`config.mk`:
```
export PLATFORM = sky130hd
export DESIGN_NAME = cpu_sramlike_adapter
export DESIGN_NICKNAME = d
export VERILOG_FILES = /design/src/rtl/cpu_sramlike_pkg.sv /design/src/rtl/sramlike_port_ctrl.sv /design/src/rtl/cpu_sramlike_adapter.sv
export SDC_FILE = /design/constraint.sdc
export NUM_CORES = 1
export LEC_CHECK = 0
export ABC_AREA = 1
export CELL_PAD_IN_SITES_DETAIL_PLACEMENT = 1
export CELL_PAD_IN_SITES_GLOBAL_PLACEMENT = 1
export CORE_AREA = 3 3 149 151
export DETAILED_ROUTE_END_ITERATION = 8
export DIE_AREA = 0 0 152 154
export PLACE_DENSITY = 0.86
export SYNTH_ARGS = -nofsm -noshare
export SYNTH_HDL_FRONTEND = slang
export SYNTH_HIERARCHICAL = 1
export SYNTH_SLANG_ARGS = --single-unit
export TNS_END_PERCENT = 50
```
`constraint.sdc`:
```
create_clock -name clk -period 1.9 [get_ports clk]
set_input_delay 0.19 -clock clk [delete_from_list [all_inputs] [get_ports clk]]
set_output_delay 0.19 -clock clk [all_outputs]
set_load 0.03 [all_outputs]
```
`src/rtl/cpu_sramlike_pkg.sv`:
```
// Shared types and constants for the CPU-side sram-like adapter.
package cpu_sramlike_pkg;

  typedef enum logic [2:0] {
    IDLE,
    REQ,
    WAIT,
    DONE,
    DROP
  } port_state_t;

  localparam logic [1:0] SIZE_BYTE = 2'd0;
  localparam logic [1:0] SIZE_HALF = 2'd1;
  localparam logic [1:0] SIZE_WORD = 2'd2;

endpackage

```
`src/rtl/sramlike_port_ctrl.sv`:
```
// One sram-like port: request FSM, returned-data buffer and pipeline stall.
module sramlike_port_ctrl
  import cpu_sramlike_pkg::*;
(
  input  logic        clk,
  input  logic        resetn,
  input  logic        en,
  input  logic        flush,
  input  logic        longest_stall,
  input  logic        addr_ok,
  input  logic        data_ok,
  input  logic [31:0] rdata_in,
  output logic        req,
  output logic        stall,
  output logic [31:0] rdata
);

  port_state_t state;
  logic [31:0] rdata_buf;

  always_ff @(posedge clk or negedge resetn) begin
    if (!resetn) begin
      state     <= IDLE;
      rdata_buf <= 32'h0;
    end else begin
      case (state)
        IDLE: if (en && !flush) state <= addr_ok ? WAIT : REQ;
        REQ: begin
          if (flush)        state <= addr_ok ? DROP : IDLE;
          else if (addr_ok) state <= WAIT;
        end
        WAIT: begin
          if (data_ok) begin
            rdata_buf <= rdata_in;
            state     <= (longest_stall && !flush) ? DONE : IDLE;
          end else if (flush) begin
            state <= DROP;
          end
        end
        DONE: if (!longest_stall || flush) state <= IDLE;
        DROP: if (data_ok) state <= IDLE;
        default: state <= IDLE;
      endcase
    end
  end

  // req is gated by reset so an in-reset pipeline never presents a request.
  always_comb begin
    req   = 1'b0;
    stall = 1'b0;
    rdata = rdata_buf;
    case (state)
      IDLE: begin
        req   = resetn && en && !flush;
        stall = en;
      end
      REQ: begin
        req   = resetn;
        stall = en;
      end
      WAIT: begin
        stall = en && !data_ok;
        if (data_ok) rdata = rdata_in;
      end
      DROP:    stall = en;
      default: stall = 1'b0;
    endcase
  end

endmodule

```
`src/rtl/cpu_sramlike_adapter.sv`:
```
// Converts the pipeline's SRAM-style inst/data ports into sram-like transactions.
module cpu_sramlike_adapter
  import cpu_sramlike_pkg::*;
#(
  parameter logic [1:0] INST_SIZE = SIZE_WORD
) (
  input  logic        clk,
  input  logic        resetn,
  input  logic        longest_stall,
  input  logic        flush,

  input  logic        inst_sram_en,
  input  logic [31:0] inst_sram_addr,
  output logic [31:0] inst_sram_rdata,
  output logic        i_stall,

  input  logic        data_sram_en,
  input  logic [3:0]  data_sram_wen,
  input  logic [1:0]  data_sram_size,
  input  logic [31:0] data_sram_addr,
  input  logic [31:0] data_sram_wdata,
  output logic [31:0] data_sram_rdata,
  output logic        d_stall,

  output logic        inst_req,
  output logic        inst_wr,
  output logic [1:0]  inst_size,
  output logic [31:0] inst_addr,
  output logic [31:0] inst_wdata,
  input  logic [31:0] inst_rdata,
  input  logic        inst_addr_ok,
  input  logic        inst_data_ok,

  output logic        data_req,
  output logic        data_wr,
  output logic [1:0]  data_size,
  output logic [3:0]  data_wen,
  output logic [31:0] data_addr,
  output logic [31:0] data_wdata,
  input  logic [31:0] data_rdata,
  input  logic        data_addr_ok,
  input  logic        data_data_ok
);

  sramlike_port_ctrl u_inst (
    .clk           (clk),
    .resetn        (resetn),
    .en            (inst_sram_en),
    .flush         (flush),
    .longest_stall (longest_stall),
    .addr_ok       (inst_addr_ok),
    .data_ok       (inst_data_ok),
    .rdata_in      (inst_rdata),
    .req           (inst_req),
    .stall         (i_stall),
    .rdata         (inst_sram_rdata)
  );

  sramlike_port_ctrl u_data (
    .clk           (clk),
    .resetn        (resetn),
    .en            (data_sram_en),
    .flush         (flush),
    .longest_stall (longest_stall),
    .addr_ok       (data_addr_ok),
    .data_ok       (data_data_ok),
    .rdata_in      (data_rdata),
    .req           (data_req),
    .stall         (d_stall),
    .rdata         (data_sram_rdata)
  );

  // CPU holds address/data stable while stalled, so these pass straight through.
  assign inst_wr    = 1'b0;
  assign inst_size  = INST_SIZE;
  assign inst_addr  = inst_sram_addr;
  assign inst_wdata = 32'h0;

  assign data_wr    = |data_sram_wen;
  assign data_size  = data_sram_size;
  assign data_wen   = data_sram_wen;
  assign data_addr  = data_sram_addr;
  assign data_wdata = data_sram_wdata;

endmodule

```
# Word level (Yosys, flattened, before mapping)
# Index checks and enable logic that the tools add are counted.
# W data, S select, Z words.
totals:
  out_inout_bits: 206
  elab_cells: 70
  ff_bits: 70
  in_bits: 176
op_classes:
  muxes: 27
  reduce_logical: 21
  n_eq_ne: 18
op_table:
  columns: ["cell", "count"]
  rows:
  - ["$mux W32", 4]
  - ["$mux W3", 14]
  - ["$pmux W3 S5", 2]
  - ["$eq A3 B2 Y1 const B", 4]
  - ["$ne A3 B3 Y1 const B", 4]
  - ["$reduce_and A5 Y1", 2]
  - ["$logic_and A1 B1 Y1", 9]
  - ["$ne A2 B1 Y1 const B", 4]
  - ["$pmux W1 S2", 4]
  - ["$eq A3 B1 Y1 const B", 2]
  - ["$eq A3 B3 Y1 const B", 2]
  - ["$logic_not A3 Y1", 2]
  - ["$mux W2", 3]
  - ["$reduce_or A3 Y1", 2]
  - ["$logic_not A1 Y1", 4]
  - ["$ne A2 B2 Y1 const B", 2]
  - ["$reduce_or A4 Y1", 1]
  - ["$logic_or A1 B1 Y1", 1]

# Depth between registers and ports, before layout
depth:
  depth_word: 5
  mapped_depth: 7
  mapped_depth_nobuf: 7

# Cells and area by module
# Netlist, hierarchy kept.
by_module_without_submodules:
  columns: ["mod", "seq_area_each_um2", "cells_each", "area_per_inst_um2", "n_inst"]
  rows:
  - ["sramlike_port_ctrl", 875.8, 193, 1627.8, 2]
  - ["cpu_sramlike_adapter", 0.0, 142, 1047.3, 1]

# Worst setup path before layout
# OpenSTA, ideal clock, no wires.
synth_timing:
  path_kind: "register to output"
  from: "register u_data.state[2]"
  to: "output port d_stall"
  setup_slack_ns: 0.337
  arrival_ns: 1.373
  stages_incl_launch_ff: 4
  cell_sequence: "dfrtp_1 nor2_4 nand3_1 a21boi_0"
synth_via:
  elab_chain_cells: 3
  elab_cells_between_ends: 6
synth_rtl:
  columns: ["item", "line_no", "rtl"]
  rows:
  - ["start: declaration", "sramlike_port_ctrl.sv:18", "port_state_t state;"]
  - ["start signal: assignment", "sramlike_port_ctrl.sv:27", "IDLE: if (en && !flush) state <= addr_ok ? WAIT : REQ;"]
  - ["start signal: assignment", "sramlike_port_ctrl.sv:29", "if (flush) state <= addr_ok ? DROP : IDLE;"]
  - ["start signal: assignment", "sramlike_port_ctrl.sv:35", "state <= (longest_stall && !flush) ? DONE : IDLE;"]
  - ["$eq A3 B1 Y1 (tied with other cells)", "sramlike_port_ctrl.sv:52", "case (state)"]
  - ["$reduce_or A3 Y1 (no line)", null, null]
  - ["$pmux W1 S2 (*)", "sramlike_port_ctrl.sv:52", null]
  - ["end: declaration", "cpu_sramlike_adapter.sv:23", "output logic d_stall,"]
# Mark *: on every way between the ends. The rest lies on a longest branch, timed or not.

# Final worst setup path
layout_timing:
  from: "register u_inst.state[1]"
  to: "output port inst_req"
layout_via:
  elab_chain_cells: 2
  elab_cells_between_ends: 3
layout_rtl:
  columns: ["item", "line_no", "rtl"]
  rows:
  - ["start: declaration", "sramlike_port_ctrl.sv:18", null]
  - ["start signal: assignment", "sramlike_port_ctrl.sv:27", null]
  - ["start signal: assignment", "sramlike_port_ctrl.sv:29", null]
  - ["start signal: assignment", "sramlike_port_ctrl.sv:35", null]
  - ["$eq A3 B1 Y1 or $logic_not A3 Y1 (tied branches)", "sramlike_port_ctrl.sv:52", null]
  - ["$pmux W1 S2 (*)", "sramlike_port_ctrl.sv:52", null]
  - ["end: declaration", "cpu_sramlike_adapter.sv:25", "output logic inst_req,"]
# Marks and branches as above.

==> run_summary.xml <==
<?xml version="1.0" encoding="UTF-8"?>
<metrics>
  <group name="timing">
    <metric name="max_slew_violation_total_from_the_final_report" unit="">0</metric>
    <metric name="timing.clock.skew" unit="ns">0.0125</metric>
    <metric name="finalHoldViolCount" unit="">0</metric>
    <metric name="finalSetupViolations" unit="">11</metric>
    <metric name="totalNegativeSetupSlack" unit="ns">-0.167</metric>
    <metric name="worst_setup_slack_after_layout" unit="ns">-0.0356</metric>
    <metric name="worst_slew_pin_slew" unit="ns">0.527</metric>
    <metric name="finalWorstPathRequiredPeriod" unit="ns">1.94</metric>
    <metric name="timing.fmax" unit="GHz">0.517</metric>
    <metric name="grt_setup_unrepaired" unit="">true</metric>
    <metric name="layout_worst_path_cycle_share" unit="%">102</metric>
    <metric name="timing.slew.headroom" unit="%">64.9</metric>
  </group>
  <group name="critical_path">
    <metric name="cp_data_arrival_time" unit="ns">1.75</metric>
    <metric name="r2r_slack" unit="ns">0.30</metric>
    <metric name="path_cells" unit="">buf_4 &gt; buf_4 &gt; nor2_2 &gt; nand2_1 &gt; nand2_1 &gt; nand2_1 &gt; a21oi_2 &gt; buf_12</metric>
    <metric name="timing.rr.start" unit="">u_inst/state[1]</metric>
    <metric name="slowest_delay" unit="ns">0.39</metric>
    <metric name="regToRegEndpoint" unit="">u_inst/state[2]</metric>
    <metric name="timing.critical_path.fanout_max" unit="">4</metric>
    <metric name="critical-path-slowest-cell" unit="">sky130_fd_sc_hd__dfrtp_1</metric>
    <metric name="depth_of_the_worst_register_to_register_path" unit="">8</metric>
    <metric name="crit_path_end_kind" unit="">primary output</metric>
    <metric name="critPathTopFamily" unit="">simple AND/OR/NAND/NOR gates</metric>
    <metric name="cp.buffers_inverters" unit="">3</metric>
    <metric name="worst_ep_required_time" unit="ns">1.71</metric>
    <metric name="critPathLaunchType" unit="">flop</metric>
    <metric name="setup.worst_path.class" unit="">reg -&gt; out</metric>
    <metric name="crit_path_frequent_cell" unit="">sky130_fd_sc_hd__nand2_1</metric>
  </group>
  <group name="power">
    <metric name="design_power_total" unit="mW">11.4</metric>
    <metric name="leak_pwr" unit="nW">3.15</metric>
    <metric name="cellPowerDensity" unit="nW/um2">1750</metric>
    <metric name="ir_worst_vdd" unit="mV">0.849</metric>
  </group>
  <group name="routing">
    <metric name="drtPass1Iterations" unit="">4</metric>
    <metric name="drtIter0Drc" unit="">150</metric>
    <metric name="routedWlPerCell" unit="um">17.8</metric>
    <metric name="vias" unit="">3740</metric>
    <metric name="ant_nets" unit="">0</metric>
    <metric name="drc" unit="">0</metric>
    <metric name="drt_wl_total" unit="mm">16.0</metric>
    <metric name="detail_route.vias_per_cell" unit="">4.16</metric>
  </group>
  <group name="hold_path">
    <metric name="worst_min_delay_path_category" unit="">in -&gt; out</metric>
    <metric name="hp-start" unit="">data_sram_wdata[0]</metric>
    <metric name="hold_end" unit="">data_wdata[0]</metric>
    <metric name="min_delay_path_depth" unit="">0</metric>
  </group>
  <group name="synth">
    <metric name="post-synth-top-area-fraction" unit="%">40.7</metric>
    <metric name="synthTopCellsByArea" unit="">sky130_fd_sc_hd__dfrtp_1, sky130_fd_sc_hd__buf_4, sky130_fd_sc_hd__nand2_1</metric>
    <metric name="postSynth.asyncResetShare" unit="%">100</metric>
    <metric name="post_synth_inst_count" unit="">528</metric>
    <metric name="synth.top_cells.by_count" unit="">sky130_fd_sc_hd__buf_4, sky130_fd_sc_hd__nand2_1, sky130_fd_sc_hd__dfrtp_1, sky130_fd_sc_hd__o21ai_0, sky130_fd_sc_hd__nand3_1</metric>
    <metric name="synth.yosys.seq_area_share" unit="%">40.7</metric>
    <metric name="syn-cell-area" unit="um2">4300</metric>
    <metric name="synth.largest_area_cell" unit="">sky130_fd_sc_hd__dfrtp_1</metric>
    <metric name="synth_cell_type_count" unit="">21</metric>
    <metric name="synth-edff-count" unit="">0</metric>
    <metric name="synth-seq-cells" unit="">70</metric>
    <metric name="commonest_register_cell_after_synthesis" unit="">sky130_fd_sc_hd__dfrtp_1</metric>
    <metric name="synth_warnings" unit="">6</metric>
    <metric name="synth.avg_cell_area" unit="um2">8.15</metric>
  </group>
  <group name="cts">
    <metric name="worstSkewPairLatency" unit="ns">0.35</metric>
    <metric name="cts_tree" unit="">built</metric>
    <metric name="cts-root-to-sink-buffers" unit="">2</metric>
    <metric name="cts_made_buffers" unit="">9</metric>
    <metric name="cts_sinks" unit="">70</metric>
    <metric name="cts_root_buffer" unit="">sky130_fd_sc_hd__clkbuf_16</metric>
    <metric name="htree_levels" unit="">3</metric>
    <metric name="cts.reportedPaths.clkPinSlew" unit="ns">0.05</metric>
  </group>
  <group name="cells_and_area">
    <metric name="fin_util" unit="%">31.0</metric>
    <metric name="fin_nets" unit="">796</metric>
    <metric name="final_cell_count_no_fill" unit="">900</metric>
    <metric name="nFillCells" unit="">2457</metric>
    <metric name="layout-drive-gt1-share" unit="%">43.8</metric>
    <metric name="syn_to_final_growth" unit="%">51.2</metric>
    <metric name="diodes" unit="">0</metric>
  </group>
  <group name="global_routing">
    <metric name="grt.met2_usage" unit="%">21.9</metric>
    <metric name="grt_start_max_net_pins" unit="">39</metric>
    <metric name="first_global_vias" unit="">4025</metric>
    <metric name="globalRouteMet3Util" unit="%">3.57</metric>
    <metric name="global_route.overflow_total" unit="">0</metric>
    <metric name="grt_pass1_wl" unit="mm">22.3</metric>
    <metric name="globalRouteTotalUtil" unit="%">12.1</metric>
    <metric name="grt.met1_usage" unit="%">11.5</metric>
    <metric name="top_usage_layer" unit="">met2</metric>
    <metric name="antenna_violations_before_repair" unit="">0</metric>
  </group>
  <group name="place">
    <metric name="detailed_place_hpwl" unit="mm">10.6</metric>
    <metric name="gpl.final_weighted_congestion" unit="">0.798</metric>
    <metric name="numPlacedInstances" unit="">843</metric>
    <metric name="post-place-ws" unit="ns">0.107</metric>
    <metric name="port-buffer-count" unit="">150</metric>
  </group>
  <group name="floorplan">
    <metric name="fp.dieW" unit="um">152</metric>
    <metric name="die_y" unit="um">154</metric>
    <metric name="io_pins" unit="">382</metric>
    <metric name="floorplan.rows" unit="">53</metric>
    <metric name="start_util" unit="%">20.5</metric>
    <metric name="floorplan_die_area" unit="um2">23400</metric>
    <metric name="core_region_area" unit="um2">21000</metric>
  </group>
  <group name="status">
    <metric name="status" unit="">finished with violations</metric>
    <metric name="violations_in_the_final_reports" unit="">negative setup slack</metric>
  </group>
  <group name="run">
    <metric name="drv_cap" unit="">0</metric>
  </group>
</metrics>
-- worst max path at each step --
stage | from | to | slack, ns | depth (start not counted)
final | u_inst/state[1] | inst_req | -0.04 | 8
after global routing | u_inst/state[1] | inst_sram_rdata[30] | -0.12 | 7
after CTS | u_data/state[1] | data_sram_rdata[28] | -0.03 | 9
after detailed placement | inst_data_ok | u_inst/state[2] | 0.11 | 8
after global placement | data_data_ok | data_sram_rdata[11] | 0.18 | 7
after floorplan | u_data/state[2] | d_stall | 0.34 | 3
-- power breakdown --
group | switching [mW] | internal (mW) | total [mW]
Clock | 0.677 | 1.09 | 1.76
Sequential | 0.245 | 2.16 | 2.40
Combinational | 4.28 | 2.96 | 7.24
-- area by class of cell --
class / instances / area [um2] / area share [%]
Sequential cell: 70 / 1760 / 27.0
Clock buffer: 11 / 253 / 3.88
Tap cell: 275 / 344 / 5.29
Inverter: 16 / 65.1 / 1.00
Multi-Input combinational cell: 322 / 1910 / 29.4
Clock inverter: 5 / 57.6 / 0.885
Timing Repair Buffer: 201 / 2120 / 32.6
-- placed cells by master, fill, tap and decap left out --
master and count:
sky130_fd_sc_hd__buf_12 9, sky130_fd_sc_hd__nand2_2 78, sky130_fd_sc_hd__nand3_1 26, sky130_fd_sc_hd__buf_6 62
sky130_fd_sc_hd__nand2_8 1, sky130_fd_sc_hd__o21ai_2 8, sky130_fd_sc_hd__inv_2 4, sky130_fd_sc_hd__clkbuf_8 2
sky130_fd_sc_hd__nor2_4 2, sky130_fd_sc_hd__clkdlybuf4s50_1 81, sky130_fd_sc_hd__a21oi_2 1, sky130_fd_sc_hd__buf_4 44
sky130_fd_sc_hd__dfrtp_1 67, sky130_fd_sc_hd__clkinv_2 1, sky130_fd_sc_hd__inv_1 8, sky130_fd_sc_hd__nand2_4 34
sky130_fd_sc_hd__nor2_1 14, sky130_fd_sc_hd__a21boi_1 2, sky130_fd_sc_hd__nor2_8 2, sky130_fd_sc_hd__clkbuf_16 12
sky130_fd_sc_hd__o21ai_1 33, sky130_fd_sc_hd__a21oi_1 1, sky130_fd_sc_hd__dlygate4sd3_1 1, sky130_fd_sc_hd__o21bai_1 4
sky130_fd_sc_hd__nand2_1 48, sky130_fd_sc_hd__o21ai_0 29, sky130_fd_sc_hd__conb_1 35, sky130_fd_sc_hd__buf_8 1
sky130_fd_sc_hd__inv_4 2, sky130_fd_sc_hd__nor2_2 4, sky130_fd_sc_hd__clkinv_1 2, sky130_fd_sc_hd__dfrtp_2 3
sky130_fd_sc_hd__bufinv_16 1, sky130_fd_sc_hd__clkinvlp_4 3
-- what timing repair did --
action,CTS,global route
hold buffers,1,0
gates resized for setup,76,177
pin swaps,5,3
hold endpoints to repair,32,0
cloned,3,3
setup endpoints to repair,65,67
setup buffers,15,20
-- state kept, by name, summed over array words and instances, names as in the netlist --
| name | flops |
|---|---|
| u_inst/state | 3 |
| u_data/rdata_buf | 32 |
| u_data/state | 3 |
| u_inst/rdata_buf | 32 |
-- per-stage QoR --
stage | hold slack, ns | instance area [um2]
6_report | 0.380 | 6510
5_1_grt | 0.380 | 6510
4_1_cts | 0.380 | 5840
3_5_place_dp | 0.340 | 5110
3_3_place_gp | 0.342 | 5110
2_1_floorplan | -0.106 | 4430
-- worst reg2reg max path, cell delays in order (launching register included) --
cell and delay, ns:
sky130_fd_sc_hd__dfrtp_1 0.39, sky130_fd_sc_hd__buf_4 0.14, sky130_fd_sc_hd__buf_4 0.13, sky130_fd_sc_hd__nor2_2 0.22, sky130_fd_sc_hd__nand3_1 0.18, sky130_fd_sc_hd__nand2_1 0.12
sky130_fd_sc_hd__clkinv_1 0.11, sky130_fd_sc_hd__nand3_1 0.13, sky130_fd_sc_hd__nand2_1 0.07
-- metal layers --
metal	vias to the layer above	routed length, um	share of wire [%]
li1	1697	-	-
met1	1788	5280	33
met2	176	8760	55
met3	79	1050	6.6
met4	0	913	5.7
met5	-	0	0
-- cells by family (layout without fill, tap and decap cells) --
group	count (synthesis)	in the layout	synth area share, %
AND/OR/NAND/NOR	207	209	21.4
buffers and inverters	171	233	28.3
AO/OA/AOI/OAI	78	78	9.42
flip-flops	70	70	40.7
other	2	35	0.175
Power figures use the tool's default switching activity.
